**config.mk**
```make
export PLATFORM = sky130hd
export DESIGN_NAME = fifo_drain_arbiter
export DESIGN_NICKNAME = d
export VERILOG_FILES = /design/src/rtl/fifo_drain_pkg.sv /design/src/rtl/fifo_rr_picker.sv /design/src/rtl/fifo_drain_arbiter.sv
export SDC_FILE = /design/constraint.sdc
export NUM_CORES = 1
export LEC_CHECK = 0
export BUFFER_PORTS_ARGS = -buffer_cell sky130_fd_sc_hd__buf_2
export CORE_UTILIZATION = 50
export DETAILED_ROUTE_END_ITERATION = 8
export MAX_ROUTING_LAYER = met4
export PLACE_DENSITY_LB_ADDON = 0.2
export SYNTH_ARGS = -nofsm -noshare
export SYNTH_HDL_FRONTEND = slang
export SYNTH_SLANG_ARGS = --single-unit
```
**constraint.sdc**
```tcl
create_clock -name clk -period 5.74 [get_ports clk]
set_clock_uncertainty 0.2 [all_clocks]
set_input_delay 0.287 -clock clk [delete_from_list [all_inputs] [get_ports clk]]
set_output_delay 0.287 -clock clk [all_outputs]
set_load 0.05 [all_outputs]
```
**src/rtl/fifo_drain_pkg.sv**
```systemverilog
// Shared constants for the FIFO drain arbiter: default geometry and the
// width of the source-index field.
package fifo_drain_pkg;

  localparam int DEF_DATA_WIDTH = 8;
  localparam int DEF_NUM_FIFOS  = 4;
  localparam int DEF_MAX_BURST  = 4;

  // Source index width: at least one bit even for a two-FIFO arbiter.
  function automatic int calc_src_w(input int n);
    return (n > 2) ? $clog2(n) : 1;
  endfunction

  localparam int DEF_SRC_W = calc_src_w(DEF_NUM_FIFOS);

endpackage

```
**src/rtl/fifo_rr_picker.sv**
```systemverilog
// Combinational round-robin picker: scans the request vector starting at
// i_start and wrapping, and grants the first requester found.
module fifo_rr_picker
  import fifo_drain_pkg::*;
#(
  parameter int N     = DEF_NUM_FIFOS,
  parameter int IDX_W = calc_src_w(N)
) (
  input  logic [N-1:0]     i_req,
  input  logic [IDX_W-1:0] i_start,
  output logic [N-1:0]     o_grant,
  output logic [IDX_W-1:0] o_idx,
  output logic             o_any
);

  int               w_pos;
  logic [IDX_W-1:0] w_scan;

  // First requester at or after i_start, modulo N.
  always_comb begin
    o_grant = '0;
    o_idx   = '0;
    o_any   = 1'b0;
    w_pos   = 0;
    w_scan  = '0;
    for (int k = 0; k < N; k++) begin
      w_pos = int'(i_start) + k;
      if (w_pos >= N) begin
        w_pos = w_pos - N;
      end
      w_scan = IDX_W'(w_pos);
      if (!o_any && i_req[w_scan]) begin
        o_any           = 1'b1;
        o_grant[w_scan] = 1'b1;
        o_idx           = w_scan;
      end
    end
  end

endmodule

```
**src/rtl/fifo_drain_arbiter.sv**
```systemverilog
// Drains NUM_FIFOS show-ahead FIFOs into one valid/ready stream. A source
// keeps the grant for up to MAX_BURST consecutive beats, then the grant
// rotates to the next non-empty FIFO; a lone requester is simply re-granted
// with a fresh burst count.
module fifo_drain_arbiter
  import fifo_drain_pkg::*;
#(
  parameter  int DATA_WIDTH = DEF_DATA_WIDTH,
  parameter  int NUM_FIFOS  = DEF_NUM_FIFOS,
  parameter  int MAX_BURST  = DEF_MAX_BURST,
  localparam int SRC_W      = calc_src_w(NUM_FIFOS)
) (
  input  logic                            clk,
  input  logic                            rst,
  input  logic [NUM_FIFOS-1:0]            fifo_empty,
  input  logic [NUM_FIFOS*DATA_WIDTH-1:0] fifo_dout,
  output logic [NUM_FIFOS-1:0]            fifo_rd_en,
  output logic                            m_valid,
  input  logic                            m_ready,
  output logic [DATA_WIDTH-1:0]           m_data,
  output logic [SRC_W-1:0]                m_src
);

  localparam int               BC_W     = $clog2(MAX_BURST + 1);
  localparam logic [BC_W-1:0]  BC_MAX   = BC_W'(MAX_BURST);
  localparam logic [BC_W-1:0]  BC_ONE   = BC_W'(1);
  localparam logic [SRC_W-1:0] LAST_IDX = SRC_W'(NUM_FIFOS - 1);

  logic                  r_valid;
  logic [DATA_WIDTH-1:0] r_data;
  logic [SRC_W-1:0]      r_src;
  logic [SRC_W-1:0]      r_cur;
  logic [BC_W-1:0]       r_burst_cnt;

  logic                  w_load;
  logic                  w_burst_ok;
  logic [SRC_W-1:0]      w_start;
  logic [NUM_FIFOS-1:0]  w_pick_grant;
  logic [SRC_W-1:0]      w_pick_idx;
  logic                  w_pick_any;
  logic                  w_sel_valid;
  logic [SRC_W-1:0]      w_sel_idx;
  logic [NUM_FIFOS-1:0]  w_sel_onehot;
  logic [DATA_WIDTH-1:0] w_dout_arr [NUM_FIFOS];

  for (genvar g = 0; g < NUM_FIFOS; g++) begin : g_unpack
    assign w_dout_arr[g] = fifo_dout[g*DATA_WIDTH +: DATA_WIDTH];
  end

  // The output register may take a new beat when empty or being drained.
  assign w_load = !r_valid || m_ready;

  // Stay on the current source while its burst has room and it has data.
  assign w_burst_ok = (r_burst_cnt != '0) && (r_burst_cnt < BC_MAX) && !fifo_empty[r_cur];

  // Scan begins just after cur so that cur is the last candidate.
  assign w_start = (r_cur == LAST_IDX) ? '0 : r_cur + 1'b1;

  fifo_rr_picker #(
    .N     (NUM_FIFOS),
    .IDX_W (SRC_W)
  ) u_picker (
    .i_req   (~fifo_empty),
    .i_start (w_start),
    .o_grant (w_pick_grant),
    .o_idx   (w_pick_idx),
    .o_any   (w_pick_any)
  );

  assign w_sel_valid  = w_load && !rst && (w_burst_ok || w_pick_any);
  assign w_sel_idx    = w_burst_ok ? r_cur : w_pick_idx;
  assign w_sel_onehot = w_burst_ok ? (NUM_FIFOS'(1) << r_cur) : w_pick_grant;
  assign fifo_rd_en   = w_sel_valid ? w_sel_onehot : '0;

  // Output beat register: capture the granted head, or go idle when nothing is selectable.
  always_ff @(posedge clk or posedge rst) begin
    if (rst) begin
      r_valid <= 1'b0;
      r_data  <= '0;
      r_src   <= '0;
    end else if (w_load) begin
      if (w_sel_valid) begin
        r_valid <= 1'b1;
        r_data  <= w_dout_arr[w_sel_idx];
        r_src   <= w_sel_idx;
      end else begin
        r_valid <= 1'b0;
      end
    end
  end

  // Arbitration state: current owner and its burst length.
  always_ff @(posedge clk or posedge rst) begin
    if (rst) begin
      r_cur       <= LAST_IDX;
      r_burst_cnt <= '0;
    end else if (w_load) begin
      if (w_sel_valid) begin
        if (w_burst_ok) begin
          r_burst_cnt <= r_burst_cnt + 1'b1;
        end else begin
          r_cur       <= w_sel_idx;
          r_burst_cnt <= BC_ONE;
        end
      end else begin
        r_burst_cnt <= '0;
      end
    end
  end

  assign m_valid = r_valid;
  assign m_data  = r_data;
  assign m_src   = r_src;

endmodule

```
==> summary.md <==
The flow ran to the end, and the final reports show no timing, DRC or antenna violations. The run gives 5.1% as the clock group share of total power. Setup repair after global routing left no endpoint under its margin. Compound-cell area share of the yosys netlist: 29.38%.

STA classifies the critical path endpoint as a primary output. The maximum cell stage delay along the critical path was 0.75 ns. Timing analysis after detailed placement gives a worst setup slack of 2.005 ns.

The simple-gate portion of the synthesized area is 20.37%. The flip-flop cell with the highest count after synthesis is sky130_fd_sc_hd__dfrtp_1. The worst-path cell with the longest stage delay was sky130_fd_sc_hd__dfstp_2. Yosys mapped a number of flops with a built-in enable equal to 0. Once the floorplan was initialized, standard cells occupied 54.17% of the core. The power share of the combinational group is 77.4%, and the final number of max-transition violations is 0. The mean area per synthesized cell is 9.282 sq um, and the number of standard-cell rows in the floorplan is 20.

The worst pin sits at a relative slew slack of 45.92%. Once layout is complete, the utilization of the core stands at 62.26%. The tools report the worst endpoint data arrival time as 3.56 ns. The first routing iteration left 95 violations.

Vertical die dimension: 60.45 um. The combinational family with the most area after synthesis is compound AO/OA/AOI/OAI gates. The logs give 1 for the count of H-tree levels built during CTS and 0 for the total of endpoints with negative setup slack in the final report. Global routing used 23.68% of the available tracks.

In the final design database the tool counted 281 nets. The share of cells above drive strength 1 was 38.53%; the post-synthesis cell type count was 54. The logs give 0 for the remaining global-route overflow and 0.3409 mV for the worst IR drop on VDD. The worst setup path category was reg -> out. The logs give 1151 sq um for the total area of multi-input combinational cells and 1581 for the via count of the routed design. Fill cells in the final layout number 300.

The total length of routed wires came out at 4063 um. The worst setup path is launched from a flop. Counting the buffers created by CTS gives 3. The hold violation count in the final report came out at 0. Data on the critical path is required at its endpoint by 5.25 ns. The cell count after synthesis came out at 184. The adder and majority cell fraction of the synthesized area was 7.326%. In this run the horizontal extent of the chip is 60.45 um.

For this design the ratio of total power to cell area is 621.1 nW/um^2. For the pin with the worst max-slew slack, the measured transition is 0.8086 ns. The proportion of synthesized flip-flops having asynchronous set or reset came out at 100.0%. The number of max-cap violations is 0, and the register clock-pin slew on the reported worst setup and hold paths is 0.08 ns.

The analysis attributes to net switching a power of 0.0006955 W. The core region is 3153 sq um. The global-route wire length before repair came out at 6306 um.

Once the clock tree was built, the resizer swapped 0 gates to a different size. The logs give 0.0005237 W for the cell-internal power and 18 for the maximum number of pins on one net before global-route repair. Synthesis inferred 16 register bits.

For this run, the number of Yosys warnings is 0. Final estimated routing congestion in global placement: 0.9525. Counting every sink on the clock net gives 16. The post-layout minimum cycle time was 4.043 ns; the sum of negative setup slack was 0 ns. For the sequential cell area, the log shows 402.9 sq um.

Clock tree synthesis selected as its root buffer the cell sky130_fd_sc_hd__clkbuf_4. TritonCTS built the clock tree. Using the TritonRoute via totals, the vias-per-cell ratio works out to 5.749. The run gives 2 as the clock tree buffer depth. Fraction of synthesized cell area in xor and xnor cells: 0%.

The die covers 3654 sq um. The wire length per cell after detailed routing was 14.77 um. The post-synthesis to final-layout area growth was 14.94%. In the routed design, unresolved DRC markers number 0. Class of the worst hold path: in -> reg. The run gives 1365 as the number of global-route vias before repair. The share of the Yosys chip area taken by registers is 23.59%. The number of antenna violations at the first check in global routing was 0.

In this run the static leakage power is 0.9121 nW. Of all nets on the critical path, the largest fanout is 17. Traced cell by cell, the critical path runs through ha_1, nor2_8, mux2i_1, o21ai_0, a31oi_2, o21ai_0, a31oi_1, buf_2. The portion of the clock cycle consumed by the worst path in the final layout is 70.43%, and the post-route worst hold slack is 0.1079 ns. Net switching is 57.05% of the power. The logs give 0 for the final antenna diode count and 17.5% for the sequential share of power. The tools report the maximum achievable frequency as 247.3 MHz. The tools report the clock insertion delay at the later pin of the skew report as 0.28 ns. The number of post-CTS setup repair buffers is 0, and the post-synthesis net count is 233. For this run, the detailed router's first-pass iteration total came to 5. The total power was 0.001219 W.

Setup slack on the critical path of the routed design comes to 1.697 ns. The number of nets with antenna violations after detailed routing is 0, and the sum of net half-perimeters after detailed placement is 3069 um. In this run the tool buffered the top-level ports with 53 buffer cells.

The critical path's most frequent cell was sky130_fd_sc_hd__o21ai_0. 54 I/O pins were placed. The synthesized netlist occupies a cell area of 1708 sq um. The multiplexer area fraction after synthesis is 10.33%.
-- cell type report --
type / count / share of cell area [%]
Multi-Input combinational cell: 144 / 58.64
Sequential cell: 16 / 20.52
Timing Repair Buffer: 55 / 14.40
Tap cell: 44 / 2.804
Inverter: 12 / 2.294
Clock buffer: 4 / 1.338
-- final timing paths --
check                      slack [ns]     start             end  depth (start not counted)
max                              1.70  r_cur[0]   fifo_rd_en[2]                          8
min                              0.11   m_ready  r_burst_cnt[0]                          4
max reg2reg                      2.13  r_cur[0]        r_cur[1]                          8
min reg2reg                      0.28  m_src[0]        m_src[0]                          1
max in group asynchronous        4.54       rst         m_valid                          3
min in group asynchronous        0.41       rst       m_data[1]                          3
-- repair_timing --
action	4_1_cts	5_1_grt
hold buffers	1	0
setup endpoints to repair	0	0
hold endpoints to repair	14	0
-- logic make-up (layout without fill, tap and decap cells) --
| group | count (synthesis) | after routing |
|---|---|---|
| simple gates | 62 | 62 |
| compound gates | 57 | 57 |
| mux | 15 | 15 |
| flops | 16 | 16 |
| buf+inv | 24 | 71 |
| fa+ha+maj | 10 | 10 |
-- Yosys cell counts (all sizes together) (2+ instances only) --
master | instances | share of area, %
nor2 | 21 | 5.7
nand2 | 15 | 3.3
dfrtp | 14 | 21
inv | 12 | 2.6
mux2i | 12 | 7.0
o21ai | 12 | 4.0
ha | 10 | 7.3
buf | 9 | 5.1
nor2b | 9 | 3.3
a211oi | 8 | 5.9
a221oi | 8 | 4.5
a222oi | 5 | 2.9
a31oi | 5 | 2.2
nor3 | 4 | 1.5
or2 | 4 | 1.5
a21o | 3 | 1.4
clkbuf | 3 | 1.2
a21oi | 2 | 0.59
dfstp | 2 | 3.1
mux4 | 2 | 2.6
nor3b | 2 | 0.88
o211ai | 2 | 0.88
o21a | 2 | 0.88
-- metrics by stage --
| stage | instances | cell area (sq um) |
|---|---|---|
| floorplan | 184 | 1708 |
| global placement | 270 | 1927 |
| detailed placement | 270 | 1927 |
| CTS | 275 | 1963 |
| global route | 275 | 1963 |
| finish | 275 | 1963 |
-- layout by cell type (no fill, tap or decap), types with 3 or more instances in the layout --
cell type / Yosys / layout
sky130_fd_sc_hd__nor3_1: 3 / 3
sky130_fd_sc_hd__nand2_1: 15 / 15
sky130_fd_sc_hd__inv_1: 12 / 12
sky130_fd_sc_hd__a31oi_1: 4 / 4
sky130_fd_sc_hd__a211oi_2: 8 / 8
sky130_fd_sc_hd__nor2_1: 19 / 19
sky130_fd_sc_hd__mux2i_1: 12 / 12
sky130_fd_sc_hd__or2_2: 3 / 3
sky130_fd_sc_hd__dfrtp_1: 14 / 14
sky130_fd_sc_hd__clkbuf_4: 0 / 3
sky130_fd_sc_hd__buf_2: 3 / 53
sky130_fd_sc_hd__a221oi_1: 7 / 7
sky130_fd_sc_hd__o21ai_0: 10 / 10
sky130_fd_sc_hd__nor2b_1: 9 / 9
sky130_fd_sc_hd__ha_1: 10 / 10
sky130_fd_sc_hd__a222oi_1: 5 / 5
-- critical path, delay by kind of cell, from the launching register on --
family,cells,cell delay (ns)
AOI/OAI and AO/OA,4,1.33
adders and majority gates,1,0.49
buffers and inverters,1,0.28
DFF,1,0.75
muxes,1,0.33
and+or+nand+nor,1,0.10
-- state kept, by name (all words and copies together), names as in the netlist --
register	cells
m_data	8
m_src	2
m_valid	1
r_burst_cnt	3
r_cur	2
-- power by group through the flow --
stage / combinational [W] / clock, W / sequential, W
5_1_grt: 0.00102 / 0.0000692 / 0.000222
6_report: 0.000944 / 0.0000619 / 0.000214
3_5_place_dp: 0.000937 / 0 / 0.000216
3_3_place_gp: 0.000936 / 0 / 0.000214
4_1_cts: 0.000941 / 0.0000641 / 0.000214
2_1_floorplan: 0.000708 / 0 / 0.000327
-- metal layers --
layer	GRT usage [%]	up-vias	wire [um]
li1	-	784	-
met1	32.45	740	1872
met2	36.89	53	1919
met3	5.117	4	243
met4	3.247	0	27
met5	-	-	0
(Power assumes the default switching activity.)
